--- config.mk ---
export PLATFORM = sky130hd
export DESIGN_NAME = ram_word_serial_ctrl
export DESIGN_NICKNAME = d
export VERILOG_FILES = /design/src/rtl/ram_word_serial_ctrl.sv
export SDC_FILE = /design/constraint.sdc
export NUM_CORES = 1
export LEC_CHECK = 0
export CAP_MARGIN = 10
export CORE_AREA = 2 2 39 41
export DETAILED_ROUTE_END_ITERATION = 10
export DIE_AREA = 0 0 41 43
export DONT_BUFFER_PORTS = 1
export HOLD_SLACK_MARGIN = 0.06
export PLACE_DENSITY_LB_ADDON = 0.12
export REMOVE_ABC_BUFFERS = 1
export SYNTH_ARGS = -nofsm -noshare
export SYNTH_HDL_FRONTEND = slang
export SYNTH_SLANG_ARGS = --single-unit
--- constraint.sdc ---
create_clock -name clk -period 2.2 [get_ports clk]
set_input_delay 0.11 -clock clk [delete_from_list [all_inputs] [get_ports clk]]
set_output_delay 0.11 -clock clk [all_outputs]
set_load 0.01 [all_outputs]
--- src/rtl/ram_word_serial_ctrl.sv ---
// Word-to-bit serialising controller for a bit-wide RAM built from 1x1 cells.
// A word request is split into WORD_W single-bit accesses, LSB first; read bits
// are reassembled into rsp_rdata and each request ends with a one-cycle rsp_valid.
module ram_word_serial_ctrl #(
    parameter int unsigned WORD_W  = 4,
    parameter int unsigned IDX_W   = 2,
    parameter int unsigned WADDR_W = 2
) (
    input  logic                     clk,
    input  logic                     clear,
    input  logic                     req_valid,
    output logic                     req_ready,
    input  logic                     req_wr,
    input  logic [WADDR_W-1:0]       req_addr,
    input  logic [WORD_W-1:0]        req_wdata,
    output logic                     rsp_valid,
    output logic [WORD_W-1:0]        rsp_rdata,
    output logic                     busy,
    output logic [WADDR_W+IDX_W-1:0] ram_addr,
    output logic                     ram_rw,
    output logic                     ram_din,
    input  logic                     ram_dout
);

    typedef enum logic [1:0] {
        S_IDLE  = 2'd0,
        S_WRITE = 2'd1,
        S_READ  = 2'd2,
        S_DONE  = 2'd3
    } state_e;

    state_e               state_q, state_d;
    logic [IDX_W-1:0]     idx_q, idx_d;
    logic                 wr_q, wr_d;
    logic [WADDR_W-1:0]   addr_q, addr_d;
    logic [WORD_W-1:0]    wdata_q, wdata_d;
    logic [WORD_W-1:0]    rdata_q, rdata_d;
    logic                 accept;
    logic                 last_bit;

    assign accept   = req_valid && (state_q == S_IDLE);
    assign last_bit = (idx_q == IDX_W'(WORD_W - 1));

    // State and datapath registers; clear abandons any transfer in flight
    always_ff @(posedge clk or negedge clear) begin
        if (!clear) begin
            state_q <= S_IDLE;
            idx_q   <= '0;
            wr_q    <= 1'b0;
            addr_q  <= '0;
            wdata_q <= '0;
            rdata_q <= '0;
        end else begin
            state_q <= state_d;
            idx_q   <= idx_d;
            wr_q    <= wr_d;
            addr_q  <= addr_d;
            wdata_q <= wdata_d;
            rdata_q <= rdata_d;
        end
    end

    // Next-state logic; unknown encodings fall back to IDLE
    always_comb begin
        state_d = state_q;
        case (state_q)
            S_IDLE:  if (accept) state_d = req_wr ? S_WRITE : S_READ;
            S_WRITE: if (last_bit) state_d = S_DONE;
            S_READ:  if (last_bit) state_d = S_DONE;
            S_DONE:  state_d = S_IDLE;
            default: state_d = S_IDLE;
        endcase
    end

    // Datapath next values: request latch, bit index walk, read-bit capture
    always_comb begin
        idx_d   = idx_q;
        wr_d    = wr_q;
        addr_d  = addr_q;
        wdata_d = wdata_q;
        rdata_d = rdata_q;
        case (state_q)
            S_IDLE: begin
                if (accept) begin
                    wr_d    = req_wr;
                    addr_d  = req_addr;
                    wdata_d = req_wdata;
                    idx_d   = '0;
                end
            end
            S_WRITE: begin
                idx_d = last_bit ? '0 : idx_q + IDX_W'(1);
            end
            S_READ: begin
                rdata_d[idx_q] = ram_dout;
                idx_d          = last_bit ? '0 : idx_q + IDX_W'(1);
            end
            default: ;
        endcase
    end

    // Moore outputs decoded from the registered state; ram_rw only ever asserts in WRITE
    always_comb begin
        req_ready = 1'b0;
        busy      = 1'b1;
        rsp_valid = 1'b0;
        ram_addr  = '0;
        ram_rw    = 1'b0;
        ram_din   = 1'b0;
        case (state_q)
            S_IDLE: begin
                req_ready = 1'b1;
                busy      = 1'b0;
            end
            S_WRITE: begin
                ram_addr = {addr_q, idx_q};
                ram_rw   = wr_q;
                ram_din  = wdata_q[idx_q];
            end
            S_READ: begin
                ram_addr = {addr_q, idx_q};
            end
            S_DONE: begin
                rsp_valid = 1'b1;
            end
            default: ;
        endcase
    end

    assign rsp_rdata = rdata_q;

endmodule
* Word level (Yosys, flattened, before mapping)
Cells that the tools add are included.
Word-level totals: register bits after elaboration 15, latch bits 0, RAM bits 0, bits in read-only memories 0, input port bits 11, output and inout bits 13, logic and storage cells 41, memories 0
Cells by class: add/sub/neg operators 1, $mul 0, div/mod/pow operators 0, magnitude comparators 2, equality and inequality tests 6, shift-type cells 0, multiplexer cells 18, bitwise logic cells 0, reductions and logical operators 8
Operator list (number):
- $mux W2 | 5
- $mux W1 | 7
- $eq A2 B2 Y1 const B | 3
- $pmux W2 S3 | 1
- $reduce_and A2 Y1 | 3
- $bwmux W4 | 1
- $mux W4 | 1
- $pmux W2 S2 | 1
- $lt A2 B3 Y1 const B | 1
- $add A2 B1 Y2 const B | 1
- $bmux W1 S2 | 1
- $demux W1 S2 | 1
- $eq A2 B1 Y1 const B | 1
- $ge A2 B1 Y1 const B | 1
- $logic_and A1 B1 Y1 | 2
- $logic_not A2 Y1 | 1
- $ne A2 B1 Y1 const B | 1
- $ne A2 B2 Y1 const B | 1
- $reduce_bool A2 Y1 | 1
- $reduce_or A2 Y1 | 1

* Logic depth before layout (Yosys ltp)
Gate-level depths: netlist of the first run.
depth after elaboration 5, gate-level depth with buffers 5

* Least setup slack after synthesis of the first run
Ideal clock, no wire load.
kind register to register, from register state_q[0], to register state_q[0], setup time 0.079 ns, data arrival time 1.312 ns, required time 2.121 ns, path slack 0.808 ns, cell stages (with the launch flop) 6, clock period less this slack 1.392 ns, cell sequence dfrtp_1 > inv_1 > ha_1 > inv_1 > o22ai_1 > mux2i_1
On the way: longest elaborated chain between the ends 4, elaborated cells on any way between the ends 10, classes of those cells eq/ne (5); mux (1); reduce/logical (4)
Ends and longest elaborated chain:
- from (decl) | line 32 | state_e state_q, state_d;
- from (signal assigned) | line 54 | state_q <= state_d;
- $eq A2 B2 Y1 (tied with other cells) | line 66 | case (state_q)
- $reduce_or A2 Y1 (no source line) / $logic_and A1 B1 Y1 (equally long branches)
- $ne A2 B1 Y1 (no source line) / $ne A2 B2 Y1 (equally long branches)
- $reduce_and A2 Y1 (no source line)
Parallel ways exist; a longest one is shown, timed or not. A chain may end at the register's enable or synchronous reset.

* Final worst setup path of the first run
from register state_q[0], to output port ram_addr[0]
On the way: longest elaborated chain between the ends 3, elaborated cells on any way between the ends 4, classes of those cells eq/ne (2); mux (1); reduce/logical (1)
Ends and longest elaborated chain:
- $eq A2 B2 Y1 / $eq A2 B1 Y1 (equally long branches) | line 110 | case (state_q)
- $reduce_or A2 Y1 (no source line) (*)
- $mux W4 (*) | line 110
- to (decl) | line 19 | output logic [WADDR_W+IDX_W-1:0] ram_addr,
Every way passes the cells marked *; elsewhere a longest branch is shown, timed or not.

==> results.yml, run 1 <==
yosys:
  synth_edf_count: 0
  synth_top_family_by_area: "multiplexers"
  synth_cells: 64
  async_flop_share_pct: 100
  synth_fa_ha_area_share_pct: 14.3
  synth_top_cell_area_share_pct: 47.6
  synth.distinct_cells: 13
  synth_seq_cells: 15
  yosys-top-cells-area: "dfrtp_1, mux2_2, ha_1"
  synth_top_area_cell: "dfrtp_1"
  synth_common_cells: "dfrtp_1, mux2_2, ha_1"
  synthXorXnorAreaFrac_pct: 0
  yosys.area_share.simple_pct: 8.25
  syn_area_per_cell_sq_um: 12.3
  ys.flop_type: "dfrtp_1"
  synth_compound_area_share_pct: 4.60
  ys_warn_count: 0
  seq_area_frac_synth_pct: 47.6
  synthesis.area_sq_um: 788
  synth.mux.area_fraction_pct: 22.4
  yosysMostFrequentCell: "dfrtp_1"
critical_path:
  arrival_ps: 1530
  cp-end-kind: "output port"
  r2r-end: "state_q[0]$_DFFE_PN0P_"
  cp.required_ps: 2090
  reg2reg_depth: 5
  cp_max_fo: 8
  setup.worst_path.class: "reg2out"
  r2r_slack_ps: 590
  reg2reg_from: "state_q[0]$_DFFE_PN0P_"
  cp-start-kind: "flip-flop"
worst_hold_path:
  holdPathEnd: "state_q[1]$_DFFE_PN0P_"
  hp-start: "req_valid"
  hold_class: "in2reg"
  whs_path_depth: 2
die:
  core_sq_mm: 0.00138
  start_util_pct: 57.0
  die_area_sq_mm: 0.00176
  die_x_microns: 41
  die_y_microns: 43
  num_rows: 14
  io_pins: 24
cts:
  h-tree-depth: 1
  clock_path_buffers: 2
  cts_tree: "built"
  cts.sinks: 15
  postCtsSetupRepairBufs: 0
  path_clk_slew_ps: 80
  cts_root_buf: "clkbuf_4"
  ctsResizeCount: 0
  ctsHoldBuffers: 9
  cts_made_buffers: 3
  clk_latency_ps: 280
power_and_ir_drop:
  p_int_w: 0.000817
  combPwrFrac_pct: 49.2
  p_seq_share_pct: 39.3
  power_density_mw_per_mm2: 1470
  max-vdd-ir-drop_mv: 0.883
  power_switching_w: 0.000538
  netSwitchingFraction_pct: 39.7
  p_leak_nw: 0.427
  clock_power_share_pct: 11.5
placement:
  port_buffers: 0
  placedCellCount: 80
  dp_hpwl_microns: 945
  place_congestion: 0.673
grt:
  grt_max_degree: 16
  grt_pass1_vias: 479
  antenna_found_initial: 0
  track_usage_pct: 16.5
  gr-total-overflow: 0
  grt_pass1_wl_mm: 1.94
timing:
  slew_viol_final: 0
  fmax_mhz: 610
  min_period_ps: 1640
  finalSetupViolCount: 0
  final.period_utilization_pct: 74.5
  fin_setup_tns_ps: 0
  rsz0062_at_grt: "no"
  skew_ps: 2.79
  hold_viol_final: 0
  tightest_slew_ps: 671
  relSlewSlack_pct: 55.1
  holdWs_ps: 107
finish:
  antenna_cells: 0
  nets: 98
  layout-drive-gt1-share_pct: 19.5
  layout.cells.non_filler: 93
  syn_to_final_growth_pct: 17.3
routing:
  drtIter0Drc: 5
  drt-total-wl_mm: 1.26
  vias_per_cell: 5.41
  drt-pass1-iter-count: 3
  num_vias: 503
  drc: 0
  wire_per_inst_microns: 13.5
  drtAntennaViolNets: 0
run:
  cap_viol_max_count: 0
outcome:
  outcome: "completed"
cells in the final DEF (no fill, tap or decap):
cell / count
ha_1: 9
inv_1: 6
nand2_1: 6
dlygate4sd3_1: 9
nand2b_1: 1
o21ai_0: 2
clkbuf_4: 3
o22ai_1: 1
mux4_2: 1
clkbuf_1: 1
mux2i_1: 3
nor2_1: 3
mux2_2: 11
and2_1: 4
a32o_1: 2
dfrtp_1: 15
how the worst max path moves through the flow:
stage	start	end	slack (ps)	cells after the start
after floorplan	state_q[0]$_DFFE_PN0P_	state_q[0]$_DFFE_PN0P_	810	5
after global placement	state_q[1]$_DFFE_PN0P_	state_q[1]$_DFFE_PN0P_	700	5
after detailed placement	state_q[0]$_DFFE_PN0P_	state_q[0]$_DFFE_PN0P_	630	5
after CTS	state_q[0]$_DFFE_PN0P_	ram_addr[0]	550	4
after global routing	state_q[0]$_DFFE_PN0P_	ram_addr[0]	470	4
final	state_q[0]$_DFFE_PN0P_	ram_addr[0]	560	4
cell families (layout without fill, tap and decap cells):
| kind of cell | count (synthesis) | after routing |
|---|---|---|
| muxes | 15 | 15 |
| DFF | 15 | 15 |
| and+or+nand+nor | 14 | 14 |
| adders and majority gates | 9 | 9 |
| buffers and inverters | 6 | 19 |
| AOI/OAI and AO/OA | 5 | 5 |
state kept, by name, summed over array words and instances (netlist names):
register and flops:
state_q 2, rsp_rdata 4, addr_q 2, idx_q 2, wdata_q 4, wr_q 1
through the flow:
step,setup slack [ps],power [W],instance area [sq um],util (%)
floorplan,808,0.00107,788,-
global placement,697,0.00118,808,58.4
detailed placement,630,0.00119,808,58.4
CTS,553,0.00137,925,66.8
global route,466,0.00147,925,66.8
finish,561,0.00135,925,66.8
power groups by stage:
| stage | Clock, W | Combinational, W | Sequential (W) |
|---|---|---|---|
| 6_report | 0.000155 | 0.000667 | 0.000532 |
| 5_1_grt | 0.000171 | 0.000736 | 0.000562 |
| 4_1_cts | 0.000162 | 0.000672 | 0.000535 |
| 3_5_place_dp | 0 | 0.000650 | 0.000543 |
| 3_3_place_gp | 0 | 0.000645 | 0.000535 |
| 2_1_floorplan | 0 | 0.000557 | 0.000515 |
layout make-up:
cell class	instances	area, sq um
multi-input combinational	43	390
clock buffer	4	26.3
sequential	15	375
tap	16	20.0
inverter	6	22.5
fill	123	459
timing repair buffer	9	90.1
worst max-delay path, stage by stage (launching register included):
cell     delay (ps)
dfrtp_1         390
inv_1           100
ha_1            410
inv_1           100
nor2_1          240
per-layer routing:
| layer | vias up | share of wire [%] | global-route usage [%] |
|---|---|---|---|
| met4 | 0 | 0.72 | 10.0 |
| li1 | 245 | - | - |
| met5 | - | 0 | 0 |
| met3 | 2 | 7.5 | 4.71 |
| met1 | 239 | 43 | 20.8 |
| met2 | 17 | 49 | 24.1 |
(Power assumes the default switching activity.)
==> run 2: changes to the inputs <==
--- a/config.mk
+++ b/config.mk
@@ -5,10 +5,10 @@
 export SDC_FILE = /design/constraint.sdc
 export NUM_CORES = 1
 export LEC_CHECK = 0
+export ABC_AREA = 1
 export CAP_MARGIN = 10
-export CORE_AREA = 2 2 39 41
+export CORE_UTILIZATION = 54
 export DETAILED_ROUTE_END_ITERATION = 10
-export DIE_AREA = 0 0 41 43
 export DONT_BUFFER_PORTS = 1
 export HOLD_SLACK_MARGIN = 0.06
 export PLACE_DENSITY_LB_ADDON = 0.12
==> constraint.sdc (replaced) <==
create_clock -name clk -period 1.5 [get_ports clk]
set_input_delay 0.075 -clock clk [delete_from_list [all_inputs] [get_ports clk]]
set_output_delay 0.075 -clock clk [all_outputs]
set_load 0.01 [all_outputs]
==> results.yml, run 2 <==
outcome:
  outcome: "completed"
timing:
  tightest_slew_ps: 683
  fin_setup_tns_ps: 0
  fmax_mhz: 712
  final.period_utilization_pct: 93.6
  skew_ps: 1.08
  holdWs_ps: 114
  min_period_ps: 1400
  hold_viol_final: 0
  slew_viol_final: 0
  finalSetupViolCount: 0
  relSlewSlack_pct: 54.3
grt:
  gr-total-overflow: 0
  grt_max_degree: 16
  grt_pass1_wl_mm: 2.83
  antenna_found_initial: 0
  grt_pass1_vias: 653
  track_usage_pct: 21.7
routing:
  top_layer: "met4"
  drtIter0Drc: 21
  dr_wl_met3_microns: 65
  wire_per_inst_microns: 13.0
  wl_met1_microns: 736
  vias_per_cell: 5.33
  drt-total-wl_mm: 1.69
  drt-pass1-iter-count: 4
  drc: 0
  met2_length_microns: 865
  num_vias: 693
  drtAntennaViolNets: 0
critical_path:
  slowest_stage: "dfrtp_1"
  reg2reg_from: "state_q[1]$_DFFE_PN0P_"
  cpMostUsedCell: "inv_1"
  reg2reg_depth: 7
  cp_max_fo: 4
  r2r-end: "idx_q[0]$_DFFE_PN0P_"
  r2r_slack_ps: 100
  max_stage_delay_ps: 430
  path_cells: "inv_1, ha_1, inv_1, a21oi_2"
  cp-start-kind: "flip-flop"
  arrival_ps: 1330
  setup.worst_path.class: "reg2out"
  cp.required_ps: 1420
  cp-end-kind: "output port"
die:
  core_sq_mm: 0.00138
  num_rows: 13
  io_pins: 24
  die_y_microns: 41.8
  start_util_pct: 61.7
  die_area_sq_mm: 0.00174
  die_x_microns: 41.8
yosys:
  synth_cells: 101
  synth_top_cell_area_share_pct: 44.0
  synth_common_cells: "nand2_1, inv_1, dfrtp_1"
  syn_area_per_cell_sq_um: 8.45
  yosys-top-cells-area: "dfrtp_1, ha_1, nand2_1"
  synth_edf_count: 0
  async_flop_share_pct: 100
  yosysMostFrequentCell: "nand2_1"
  ys_warn_count: 0
  ys.flop_type: "dfrtp_1"
  synth.distinct_cells: 17
  synth_top_area_cell: "dfrtp_1"
  seq_area_frac_synth_pct: 44.0
  synth_seq_cells: 15
  synthesis.area_sq_um: 853
cts:
  clk_latency_ps: 280
  cts_made_buffers: 3
  cts.sinks: 15
  clock_path_buffers: 2
  cts_tree: "built"
  cts_root_buf: "clkbuf_4"
  h-tree-depth: 1
  path_clk_slew_ps: 90
power_and_ir_drop:
  p_int_w: 0.00111
  finalPower_w: 0.00206
  power_density_mw_per_mm2: 2030
  max-vdd-ir-drop_mv: 1.53
  clock_power_share_pct: 11.4
  netSwitchingFraction_pct: 46.1
  p_seq_share_pct: 35.4
  p_leak_nw: 0.535
  power_switching_w: 0.000952
  combPwrFrac_pct: 53.2
placement:
  port_buffers: 0
  placedCellCount: 114
  place_congestion: 0.793
  dp_hpwl_mm: 1.12
  dpl_cell_area_sq_um: 856
worst_hold_path:
  holdPathEnd: "wr_q$_DFFE_PN0P_"
  hp-start: "req_valid"
  whs_path_depth: 2
  hold_class: "in2reg"
finish:
  syn_to_final_growth_pct: 19.1
  finish.instance_area_sq_mm: 0.00102
  nets: 136
  final_common_cell: "nand2_1"
  layout-drive-gt1-share_pct: 16.5
  layout.cells.non_filler: 130
  mostFrequentLayoutCells: "nand2_1, inv_1, dfrtp_1, dlygate4sd3_1, ha_1"
  antenna_cells: 0
run:
  cap_viol_max_count: 0
-- run 2: power by group through the flow --
stage | sequential, W | combinational (W) | clock (W)
after floorplan | 0.000713 | 0.000784 | 0
after global placement | 0.000736 | 0.000909 | 0
after detailed placement | 0.000746 | 0.000931 | 0
after CTS | 0.000737 | 0.000981 | 0.000236
after global routing | 0.000754 | 0.00124 | 0.000258
final | 0.000730 | 0.00110 | 0.000236
-- run 2: critical path: cells and delay by family, from the launching register on --
family	cells	cell delay (ps)
DFF	1	430
buffers and inverters	2	230
adders and majority gates	1	230
AOI/OAI and AO/OA	1	160
-- run 2: layer usage --
metal,global-route usage (%),vias to the layer above
met2,38.4,19
met5,0,-
li1,-,343
met1,25.1,326
met3,3.48,5
met4,10.3,0
-- run 2: worst max-delay path by stage --
stage	from	end	slack [ps]	depth (start not counted)
detailed placement	state_q[0]$_DFFE_PN0P_	state_q[0]$_DFFE_PN0P_	140	7
finish	state_q[1]$_DFFE_PN0P_	ram_din	100	4
CTS	state_q[0]$_DFFE_PN0P_	ram_addr[3]	30	4
floorplan	state_q[0]$_DFFE_PN0P_	idx_q[0]$_DFFE_PN0P_	270	6
global placement	state_q[1]$_DFFE_PN0P_	state_q[1]$_DFFE_PN0P_	170	7
global route	state_q[1]$_DFFE_PN0P_	idx_q[0]$_DFFE_PN0P_	-8	6
-- run 2: logic make-up (layout without fill, tap and decap cells) --
family                     after synthesis  count (layout)  synth area share [%]
adders and majority gates                9               9                  13.2
buffers and inverters                   22              36                  10.7
DFF                                     15              15                  44.0
and+or+nand+nor                         36              36                  17.7
AOI/OAI and AO/OA                       19              19                  14.4
-- run 2: timing repair --
action / 4_1_cts / 5_1_grt
hold buffers: 10 / 0
resized for setup: 0 / 4
endpoints found under the setup margin: 0 / 8
buffers inserted: 0 / 2
hold endpoints to repair: 29 / 0
-- run 2: cell type report --
cell class,count,area (sq um)
well taps,15,18.8
inverters,20,75.1
flip-flops and latches,15,375
multi-input cells,64,405
repair buffers,12,115
fillers,107,367
clock buffers,4,26.3
-- run 2: through the flow --
step / utilization [%] / setup slack [ps]
2_1_floorplan: - / 274
5_1_grt: 73.5 / -8.02
6_report: 73.5 / 96.0
3_5_place_dp: 61.9 / 137
3_3_place_gp: 61.9 / 170
4_1_cts: 71.0 / 32.8
==> run 3: changes to the inputs <==
--- a/config.mk
+++ b/config.mk
@@ -7,6 +7,7 @@
 export LEC_CHECK = 0
 export ABC_AREA = 1
 export CAP_MARGIN = 10
+export CORE_MARGIN = 2
 export CORE_UTILIZATION = 54
 export DETAILED_ROUTE_END_ITERATION = 10
 export DONT_BUFFER_PORTS = 1
==> results.yml, run 3 (same netlist as run 2, synthesis figures left out) <==
outcome:
  outcome: "completed"
routing:
  drc: 0
  drt-pass1-iter-count: 4
  num_vias: 647
  vias_per_cell: 4.94
  wire_per_inst_microns: 11.3
  drtAntennaViolNets: 0
  drtIter0Drc: 19
  drt-total-wl_mm: 1.48
finish:
  nets: 136
  layout-drive-gt1-share_pct: 15.7
  fill_cells: 135
  antenna_cells: 0
  mostFrequentLayoutCells: "nand2_1, inv_1, dfrtp_1, dlygate4sd3_1, ha_1"
  syn_to_final_growth_pct: 17.4
  final_common_cell: "nand2_1"
critical_path:
  setup.worst_path.class: "reg2out"
  path_cells: "inv_1, ha_2, nand2_1, inv_1"
  cp.required_ps: 1420
  cp_max_fo: 7
  arrival_ps: 1310
  max_stage_delay_ps: 400
  cpMostUsedCell: "inv_1"
  crit_buf_inv: 2
  cp-end-kind: "output port"
  path_delay_family: "adder cells"
  slowest_stage: "ha_2"
  cp-start-kind: "flip-flop"
cts:
  clock_path_buffers: 2
  cts_made_buffers: 3
  cts_root_buf: "clkbuf_4"
  cts.sinks: 15
  path_clk_slew_ps: 90
  clk_latency_ps: 290
  h-tree-depth: 1
  cts_tree: "built"
die:
  die_y_microns: 43.8
  start_util_pct: 57.3
  die_area_sq_mm: 0.00191
  num_rows: 14
  core_sq_mm: 0.00149
  io_pins: 24
  die_x_microns: 43.8
placement:
  port_buffers: 0
  place_congestion: 0.760
  dp_slack_ps: 116
  dp_hpwl_mm: 1.06
power_and_ir_drop:
  power_density_mw_per_mm2: 1960
  max-vdd-ir-drop_mv: 1.20
  p_leak_nw: 0.533
timing:
  tightest_slew_ps: 668
  relSlewSlack_pct: 55.3
  fin_setup_tns_ps: 0
  finalSetupViolCount: 0
  slew_viol_final: 0
  skew_ps: 1.90
  setup_ws_ps: 113
  min_period_ps: 1390
  hold_viol_final: 0
  fmax_mhz: 721
  final.period_utilization_pct: 92.5
  rsz0062_at_grt: "no"
grt:
  grt_pass1_vias: 608
  track_usage_pct: 17.7
  grt_max_degree: 16
  grt_pass1_wl_mm: 2.47
  antenna_found_initial: 0
  gr-total-overflow: 0
run:
  cap_viol_max_count: 0
worst_hold_path:
  hold_class: "in2reg"
run 3: cell count changes in the layout (fill, tap and decap cells not counted):
cell / change
a21oi_1: +1
a21oi_2: -1
dfrtp_2: +1
ha_4: -1
ha_1: +1
dfrtp_1: -1
run 3: per-layer routing:
layer	routed length [microns]	vias to the layer above	share of wire (%)	track usage (%)
li1	-	342	-	-
met4	30	0	2.0	9.09
met1	669	277	45	21.3
met3	89	5	6.0	4.17
met5	0	-	0	0
met2	693	23	47	29.4
run 3: path summary, 6_finish.rpt:
kind | from | end | slack [ps] | depth (start not counted)
max in group asynchronous | clear | idx_q[0]$_DFFE_PN0P_ | 780 | 1
min reg2reg | addr_q[0]$_DFFE_PN0P_ | addr_q[0]$_DFFE_PN0P_ | 480 | 2
max | state_q[1]$_DFFE_PN0P_ | ram_addr[1] | 110 | 4
min | req_valid | wr_q$_DFFE_PN0P_ | 110 | 2
min in group asynchronous | clear | rsp_rdata[1]$_DFFE_PN0P_ | 250 | 1
max reg2reg | state_q[1]$_DFFE_PN0P_ | idx_q[0]$_DFFE_PN0P_ | 180 | 7
run 3: cell type report:
cell class / instances / area (sq um) / area share, %
Multi-Input combinational cell: 64 / 389 / 38.8
Sequential cell: 15 / 377 / 37.6
Timing Repair Buffer: 12 / 115 / 11.5
Inverter: 20 / 75.1 / 7.49
Clock buffer: 4 / 26.3 / 2.62
Tap cell: 16 / 20.0 / 2.00
run 3: through the flow:
step	hold WS (ps)	instance area [sq um]	power, W	utilization, %	cells
6_report	111	1000	0.00197	67.3	131
2_1_floorplan	-221	837	0.00150	-	99
3_3_place_gp	-220	857	0.00165	57.6	115
3_5_place_dp	-220	857	0.00167	57.6	115
4_1_cts	114	983	0.00194	66.1	129
5_1_grt	129	1000	0.00218	67.3	131
run 3: power by group:
group / total [W] / leakage [nW] / internal, W / switching, W
clock network: 0.000237 / 0.0150 / 0.000103 / 0.000134
registers: 0.000720 / 0.172 / 0.000592 / 0.000128
logic: 0.00101 / 0.347 / 0.000374 / 0.000635
run 3: what timing repair did:
item,in CTS,in global routing
buffers inserted,0,2
setup endpoints to repair,0,7
resized for setup,0,2
hold buffers,10,0
hold endpoints to repair,30,0
